--- src/rtl/mem_arbiter_2p.sv ---
// mem_arbiter_2p: two-port main-memory arbiter for an I-cache (port 0) and a
// D-cache (port 1), both using the picorv32 valid/ready handshake.
//
// Ports:
//   clk, reset            clock; synchronous active-low reset
//   p0_* / p1_*           requester side: valid, instr, addr, wdata, wstrb in;
//                         ready, rdata out (combinational from mem_ready/mem_rdata)
//   mem_*                 memory side: valid, instr, addr, wdata, wstrb out;
//                         ready, rdata in
//   grant_id              port that currently owns (or last owned) memory
//   busy                  high while a grant is outstanding (BUSY state)
//   timeout_err           sticky flag set when a grant is aborted on timeout
//   clear_err             clears timeout_err (a simultaneous set wins)
//
// Parameter TIMEOUT_CYCLES (>= 1): BUSY cycles a grant waits for mem_ready.
// Build option: define MEM_ARB_FIXED_PRIO_EN to make port 1 always win
// contention; otherwise arbitration is round-robin.

module mem_arbiter_2p #(
    parameter int unsigned TIMEOUT_CYCLES = 255
) (
    input  logic        clk,
    input  logic        reset,

    input  logic        p0_valid,
    input  logic        p0_instr,
    input  logic [31:0] p0_addr,
    input  logic [31:0] p0_wdata,
    input  logic [3:0]  p0_wstrb,
    output logic        p0_ready,
    output logic [31:0] p0_rdata,

    input  logic        p1_valid,
    input  logic        p1_instr,
    input  logic [31:0] p1_addr,
    input  logic [31:0] p1_wdata,
    input  logic [3:0]  p1_wstrb,
    output logic        p1_ready,
    output logic [31:0] p1_rdata,

    output logic        mem_valid,
    output logic        mem_instr,
    output logic [31:0] mem_addr,
    output logic [31:0] mem_wdata,
    output logic [3:0]  mem_wstrb,
    input  logic        mem_ready,
    input  logic [31:0] mem_rdata,

    output logic        grant_id,
    output logic        busy,
    output logic        timeout_err,
    input  logic        clear_err
);

    localparam int unsigned WAIT_W      = $clog2(TIMEOUT_CYCLES + 1);
    localparam logic [31:0] ABORT_RDATA = 32'hDEAD_BEEF;

    typedef enum logic [1:0] {
        ST_IDLE    = 2'd0,
        ST_BUSY    = 2'd1,
        ST_RELEASE = 2'd2
    } state_t;

    state_t              r_state;
    state_t              w_state_nxt;

    logic                r_grant;
    logic                r_last_grant;
    logic [WAIT_W-1:0]   r_wait;
    logic                r_err;
    logic                r_mem_valid;
    logic                r_mem_instr;
    logic [31:0]         r_mem_addr;
    logic [31:0]         r_mem_wdata;
    logic [3:0]          r_mem_wstrb;

    logic                w_req_any;
    logic                w_winner;
    logic                w_busy;
    logic                w_timeout_hit;
    logic                w_take;
    logic                w_done;
    logic                w_abort;
    logic                w_port_ready;
    logic [31:0]         w_port_rdata;

    // Winner selection among current requesters
    always_comb begin
        w_req_any = p0_valid | p1_valid;
`ifdef MEM_ARB_FIXED_PRIO_EN
        w_winner  = p1_valid;
`else
        w_winner  = (p0_valid & p1_valid) ? ~r_last_grant : p1_valid;
`endif
    end

    assign w_busy        = (r_state == ST_BUSY);
    // Last permitted wait cycle: the counter has counted TIMEOUT_CYCLES-1 misses
    assign w_timeout_hit = (r_wait == WAIT_W'(TIMEOUT_CYCLES - 1));

    // State register
    always_ff @(posedge clk) begin
        if (!reset) begin
            r_state <= ST_IDLE;
        end else begin
            r_state <= w_state_nxt;
        end
    end

    // Next-state and transition strobes; mem_ready beats a same-cycle timeout
    always_comb begin
        w_state_nxt = r_state;
        w_take      = 1'b0;
        w_done      = 1'b0;
        w_abort     = 1'b0;
        case (r_state)
            ST_IDLE: begin
                if (w_req_any) begin
                    w_take      = 1'b1;
                    w_state_nxt = ST_BUSY;
                end
            end
            ST_BUSY: begin
                if (mem_ready) begin
                    w_done      = 1'b1;
                    w_state_nxt = ST_RELEASE;
                end else if (w_timeout_hit) begin
                    w_abort     = 1'b1;
                    w_state_nxt = ST_RELEASE;
                end
            end
            ST_RELEASE: begin
                w_state_nxt = ST_IDLE;
            end
            default: begin
                w_state_nxt = ST_IDLE;
            end
        endcase
    end

    // Request latch, wait counter, grant history and sticky error
    always_ff @(posedge clk) begin
        if (!reset) begin
            r_grant      <= 1'b0;
            r_last_grant <= 1'b1;
            r_wait       <= '0;
            r_err        <= 1'b0;
            r_mem_valid  <= 1'b0;
            r_mem_instr  <= 1'b0;
            r_mem_addr   <= '0;
            r_mem_wdata  <= '0;
            r_mem_wstrb  <= '0;
        end else begin
            if (w_take) begin
                r_grant     <= w_winner;
                r_mem_valid <= 1'b1;
                r_mem_instr <= w_winner ? p1_instr : p0_instr;
                r_mem_addr  <= w_winner ? p1_addr  : p0_addr;
                r_mem_wdata <= w_winner ? p1_wdata : p0_wdata;
                r_mem_wstrb <= w_winner ? p1_wstrb : p0_wstrb;
                r_wait      <= '0;
            end
            if (w_busy && !mem_ready) begin
                r_wait <= r_wait + WAIT_W'(1);
            end
            if (w_done || w_abort) begin
                r_mem_valid  <= 1'b0;
                r_last_grant <= r_grant;
            end
            if (w_abort) begin
                r_err <= 1'b1;
            end else if (clear_err) begin
                r_err <= 1'b0;
            end
        end
    end

    // Response steering; forced quiet while reset is held
    always_comb begin
        w_port_ready = 1'b0;
        w_port_rdata = '0;
        if (w_busy && reset) begin
            w_port_ready = mem_ready | w_abort;
            w_port_rdata = w_abort ? ABORT_RDATA : mem_rdata;
        end
    end

    assign p0_ready    = (r_grant == 1'b0) ? w_port_ready : 1'b0;
    assign p0_rdata    = (r_grant == 1'b0) ? w_port_rdata : 32'd0;
    assign p1_ready    = (r_grant == 1'b1) ? w_port_ready : 1'b0;
    assign p1_rdata    = (r_grant == 1'b1) ? w_port_rdata : 32'd0;

    assign mem_valid   = r_mem_valid;
    assign mem_instr   = r_mem_instr;
    assign mem_addr    = r_mem_addr;
    assign mem_wdata   = r_mem_wdata;
    assign mem_wstrb   = r_mem_wstrb;
    assign grant_id    = r_grant;
    assign busy        = w_busy;
    assign timeout_err = r_err;

endmodule

--- config.mk ---
export PLATFORM = sky130hd
export DESIGN_NAME = mem_arbiter_2p
export DESIGN_NICKNAME = d
export VERILOG_FILES = /design/src/rtl/mem_arbiter_2p.sv
export SDC_FILE = /design/constraint.sdc
export NUM_CORES = 1
export LEC_CHECK = 0
export CAP_MARGIN = 20
export CORE_AREA = 2 2 121 123
export CTS_BUF_LIST = sky130_fd_sc_hd__clkbuf_4 sky130_fd_sc_hd__clkbuf_8
export CTS_CLUSTER_DIAMETER = 200
export DETAILED_ROUTE_END_ITERATION = 16
export DIE_AREA = 0 0 123 125
export PLACE_DENSITY = 0.75
export SYNTH_ARGS = -nofsm -noshare
export SYNTH_HDL_FRONTEND = slang
export SYNTH_SLANG_ARGS = --single-unit
export TNS_END_PERCENT = 10
--- constraint.sdc ---
create_clock -name clk -period 1.6 [get_ports clk]
set_input_delay 0.24 -clock clk [delete_from_list [all_inputs] [get_ports clk]]
set_output_delay 0.24 -clock clk [all_outputs]
set_load 0.01 [all_outputs]
**Word level (Yosys, flattened, before mapping)**

Index checks and enable logic that the tools add are counted.

- Add/subtract/negate cells: 1
- Multiply operators: 0
- Div/mod/pow operators: 0
- Magnitude comparators: 0
- Eq/ne operators: 4
- Shifts and indexed selects: 0
- Muxes and demuxes: 27
- Bitwise operators: 5
- Reduce and logical (&&, ||, !) cells: 9

Operators by type and width:

| operator | number |
|---|---|
| 2-to-1 mux 32 bit | 6 |
| 2-to-1 mux 8 bit | 2 |
| 2-to-1 mux 1 bit | 14 |
| adder 8 x 1 -> 8 bit (second input constant) | 1 |
| equality test 8 bit (second input constant) | 1 |
| 2-to-1 mux 2 bit | 3 |
| 2-to-1 mux 4 bit | 1 |
| case mux 2 bit (2 select lines) | 1 |
| nonzero test 2 bit | 2 |
| != test 3 x 2 -> 1 bit (second input constant) | 1 |
| equality test 2 x 1 -> 1 bit (second input constant) | 1 |
| logical AND 1 bit | 2 |
| zero test 2 bit | 1 |
| != test 2 bit (second input constant) | 1 |
| inverter 1 bit | 2 |
| bitwise OR 1 bit | 2 |
| AND reduction 2 bit | 1 |
| OR reduction 2 bit | 1 |
| bitwise AND 1 bit | 1 |
| zero test 1 bit | 1 |
| logical OR 1 bit | 1 |

- Bits in registers: 83
- Latch bits: 0
- RAM bits: 0
- ROM bits: 0
- Output and inout bits: 139
- Word-level logic and storage cells: 56
- Memories kept: 0

**Depth between registers and ports, before layout**

- Depth in word-level cells: 7
- Gate-level depth with buffers: 8
- Gate-level depth less buffers: 6

**Least setup slack after synthesis**

No wires, ideal clock.

- Path type: register to output
- From: register r_wait[0]
- To: output port p1_rdata[10]
- Data arrival time: 1400 ps
- Data required time: 1360 ps
- Path slack: -40 ps
- Cell stages (with the launch flop): 9
- Cell sequence: dfxtp_1 > inv_1 > ha_1 > nand3_1 > nor2_2 > and2_2 > buf_6 > buf_6 > o21a_1

- Longest elaborated chain between the ends: 7

RTL lines:

| what | line | text |
|---|---|---|
| start, declared | 69 | `logic [WAIT_W-1:0] r_wait;` |
| start signal, assigned | 164 | `r_wait <= r_wait + WAIT_W'(1);` |
| equality test 8 bit | 99 | `assign w_timeout_hit = (r_wait == WAIT_W'(TIMEOUT_CYCLES - 1));` |
| 2-to-1 mux 1 bit | 127 | `end else if (w_timeout_hit) begin` |
| 2-to-1 mux 1 bit | 124 | `if (mem_ready) begin` |
| 2-to-1 mux 1 bit | 116 | `case (r_state)` |
| 2-to-1 mux 32 bit | 184 | `w_port_rdata = w_abort ? ABORT_RDATA : mem_rdata;` |
| 2-to-1 mux 32 bit | 182 | `if (w_busy && reset) begin` |
| 2-to-1 mux 32 bit | 191 | `assign p1_rdata = (r_grant == 1'b1) ? w_port_rdata : 32'd0;` |
| end, declared | 39 | `output logic [31:0] p1_rdata,` |

Every way passes these cells.

**Worst setup path in the final report**

- From: register r_wait[0]
- To: output port p1_rdata[26]

Same word-level chain as after synthesis.

==> results.yml <==
status:
  status: "finished, violations left"
  violations: "setup timing"
timing:
  setup_viol: 67
  fmax_ghz: 0.491
  rsz0062_at_grt: "yes"
  final-hold-violation-count: 0
  final_max_slew_viol_count: 0
  period_needed_ns: 2.03
  final.setup_skew_ns: 0.00970
  max_slew_margin_pct: 56.1
  fin_setup_tns_ns: -24.64
  worst_slew_pin_slew_ns: 0.658
  fin_ws_ns: -0.435
  hold_slack_ns: 0.335
  finalCritPeriodShare_pct: 127
place:
  portBuffers: 314
  place_area_um2: 7850
  place.gp.congestion: 0.813
  dp_hpwl_um: 12000
  place_ws_ns: -0.678
global_route:
  grt_pass1_vias: 5070
  grt_overflow: 0
  grt_pass1_wl_um: 24700
  grt_antenna_before_repair: 0
  grt_max_degree: 82
  track_usage_pct: 20.2
setup_path:
  slowest_stage: "dfxtp_2"
  crit_type: "flop to output pin"
  required_ns: 1.36
  r2r_start: "r_state[1]"
  reg2reg_slack_ns: 0
  crit_path_start_kind: "flop"
  reg2reg_to: "mem_wstrb[1]"
  arrival_ns: 1.79
  crit_chain: "inv_2 > ha_4 > nand3_2 > nor2_2 > and2_4 > buf_6 > buf_16 > o21a_1 > buf_6"
  cp.depth: 9
  cp-end-kind: "output pin"
  path_max_fanout: 10
  crit_buf_inv: 4
  cp_common_cell: "buf_6"
  rr_worst_depth: 7
  critPathMaxStageDelay_ns: 0.33
  path_delay_family: "simple AND/OR/NAND/NOR gates"
floorplanning:
  core_um2: 14200
  die_area_um2: 15400
  row_count: 44
  dieHeight_um: 125
  start_util_pct: 29.5
  die_w_um: 123
  io_pins: 315
detailed_routing:
  drt_iter0_drc: 144
  wl_um: 15900
  via_per_inst: 4.91
  wire_per_inst_um: 15.8
  drcViolationCount: 0
  first_pass_iters: 4
  vias: 4925
  ant_nets: 0
synthesis:
  synth-async-reset-ratio_pct: 0
  synth.most_common_cell: "dfxtp_1"
  ys_warn_count: 0
  ys.flop_type: "dfxtp_1"
  yosys-top-cells-count: "dfxtp_1, a21oi_1, o21ai_0, mux2i_1, o21a_1"
  synth.area.top_cells: "dfxtp_1, mux2i_1, o21a_1, a21oi_1, o21ai_0"
  synthCells: 465
  yosysSeqAreaShare_pct: 39.7
  yosysTopAreaCell: "dfxtp_1"
  synth-seq-cells: 83
  synthesis.area_um2: 4190
  synth_nets: 643
  synth_top_area_share_pct: 39.7
  yosysUniqueCellTypes: 43
  synth_edf_count: 0
  postSynthAreaPerCell_um2: 9.01
layout:
  diodes: 0
  finalNetCount: 995
  area_delta_synth_final_pct: 94.5
  drive_above_1_share_pct: 23.5
  final_core_utilization_pct: 57.4
  n_fill_cell: 1207
  fin_area_um2: 8150
min_path:
  min_to: "r_last_grant"
  holdPathStages: 3
  hp-class: "primary input to flop"
  hp-start: "reset"
clock_network:
  cts_root_buffer: "clkbuf_8"
  cts_buffer_depth: 2
  clk_latency_ns: 0.36
  ctsHoldBuffers: 0
  cts.clk_slew.worst_paths_ns: 0.08
  cts_tree: "built"
  htree_levels: 3
  cts-buffers-inserted: 9
  cts.sinks: 83
pwr:
  power.density_nw_per_um2: 729
  ir_drop_v: 0.000500
  p_leak_nw: 3.41
job:
  maxCapViolations: 0
==> cell type report <==
type                            instances  area [um2]  share of cell area (%)
Timing Repair Buffer                  388        3620                    44.5
Multi-Input combinational cell        332        2400                    29.5
Sequential cell                        83        1670                    20.5
Tap cell                              184         230                    2.83
Clock buffer                           11         139                    1.70
Clock inverter                          3        65.1                   0.798
Inverter                                3        11.3                   0.138
==> power by group <==
part	switching (mW)	internal, mW
registers	0.115	2.28
clock network	0.728	0.896
logic	0.787	1.13
total	1.63	4.31
==> cell families (layout without fill, tap and decap cells) <==
| family | count (synthesis) | after routing | share of synthesized area (%) |
|---|---|---|---|
| AO/OA/AOI/OAI | 210 | 210 | 29.1 |
| AND/OR/NAND/NOR | 51 | 51 | 7.86 |
| buffers and inverters | 50 | 405 | 6.33 |
| adder cells (fa/ha/maj) | 2 | 2 | 0.597 |
| multiplexers | 69 | 69 | 16.5 |
| flip-flops | 83 | 83 | 39.7 |
==> worst max-delay path by stage <==
stage,slack [ns],endpoint,startpoint
after floorplan,0.0002,p1_rdata[10],r_wait[0]
after global placement,-0.66,p1_rdata[2],mem_ready
after detailed placement,-0.68,p1_rdata[2],mem_ready
after CTS,-0.54,p1_rdata[0],r_wait[0]
after global routing,-0.54,p1_rdata[15],r_wait[0]
final,-0.43,p1_rdata[26],r_wait[0]
==> flip-flops by register name (all words and copies together), names as in the netlist <==
register / count
mem_instr: 1
mem_wstrb: 4
mem_addr: 32
timeout_err: 1
grant_id: 1
r_state: 2
r_wait: 8
mem_wdata: 32
r_last_grant: 1
mem_valid: 1
==> repair_timing <==
action | CTS | global route
setup buffers | 12 | 2
endpoints found under the hold margin | 0 | 0
gates resized for setup | 307 | 40
endpoints found under the setup margin | 68 | 145
cloned | 2 | 0
pin swaps | 12 | 4
==> tightest hold or removal path, cell delays in order <==
cell	delay, ns
buf_2	0.14
buf_4	0.17
a31oi_1	0.09
==> through the flow <==
step | total power, mW | instances
after global placement | 4.28 | 976
after CTS | 5.97 | 1004
after detailed placement | 4.32 | 976
after floorplan | 3.13 | 465
after global routing | 6.25 | 1004
final | 5.94 | 1004
==> metal layers <==
metal / vias up / global-route usage, % / routed length (um)
li1: 2420 / - / -
met1: 2265 / 20.8 / 5860
met2: 220 / 37.8 / 8200
met3: 20 / 5.93 / 1480
met4: 0 / 7.42 / 323
met5: - / 0 / 0
==> cells in the final DEF (no fill, tap or decap), types with 22 or more instances in the layout <==
master	n
o21ai_0	50
clkdlybuf4s50_1	244
o21ai_1	22
o21a_1	49
buf_2	50
mux2i_1	69
buf_6	24
a21oi_1	73
dfxtp_1	75
buf_4	55
No activity file was read; power rests on OpenSTA's default activity.
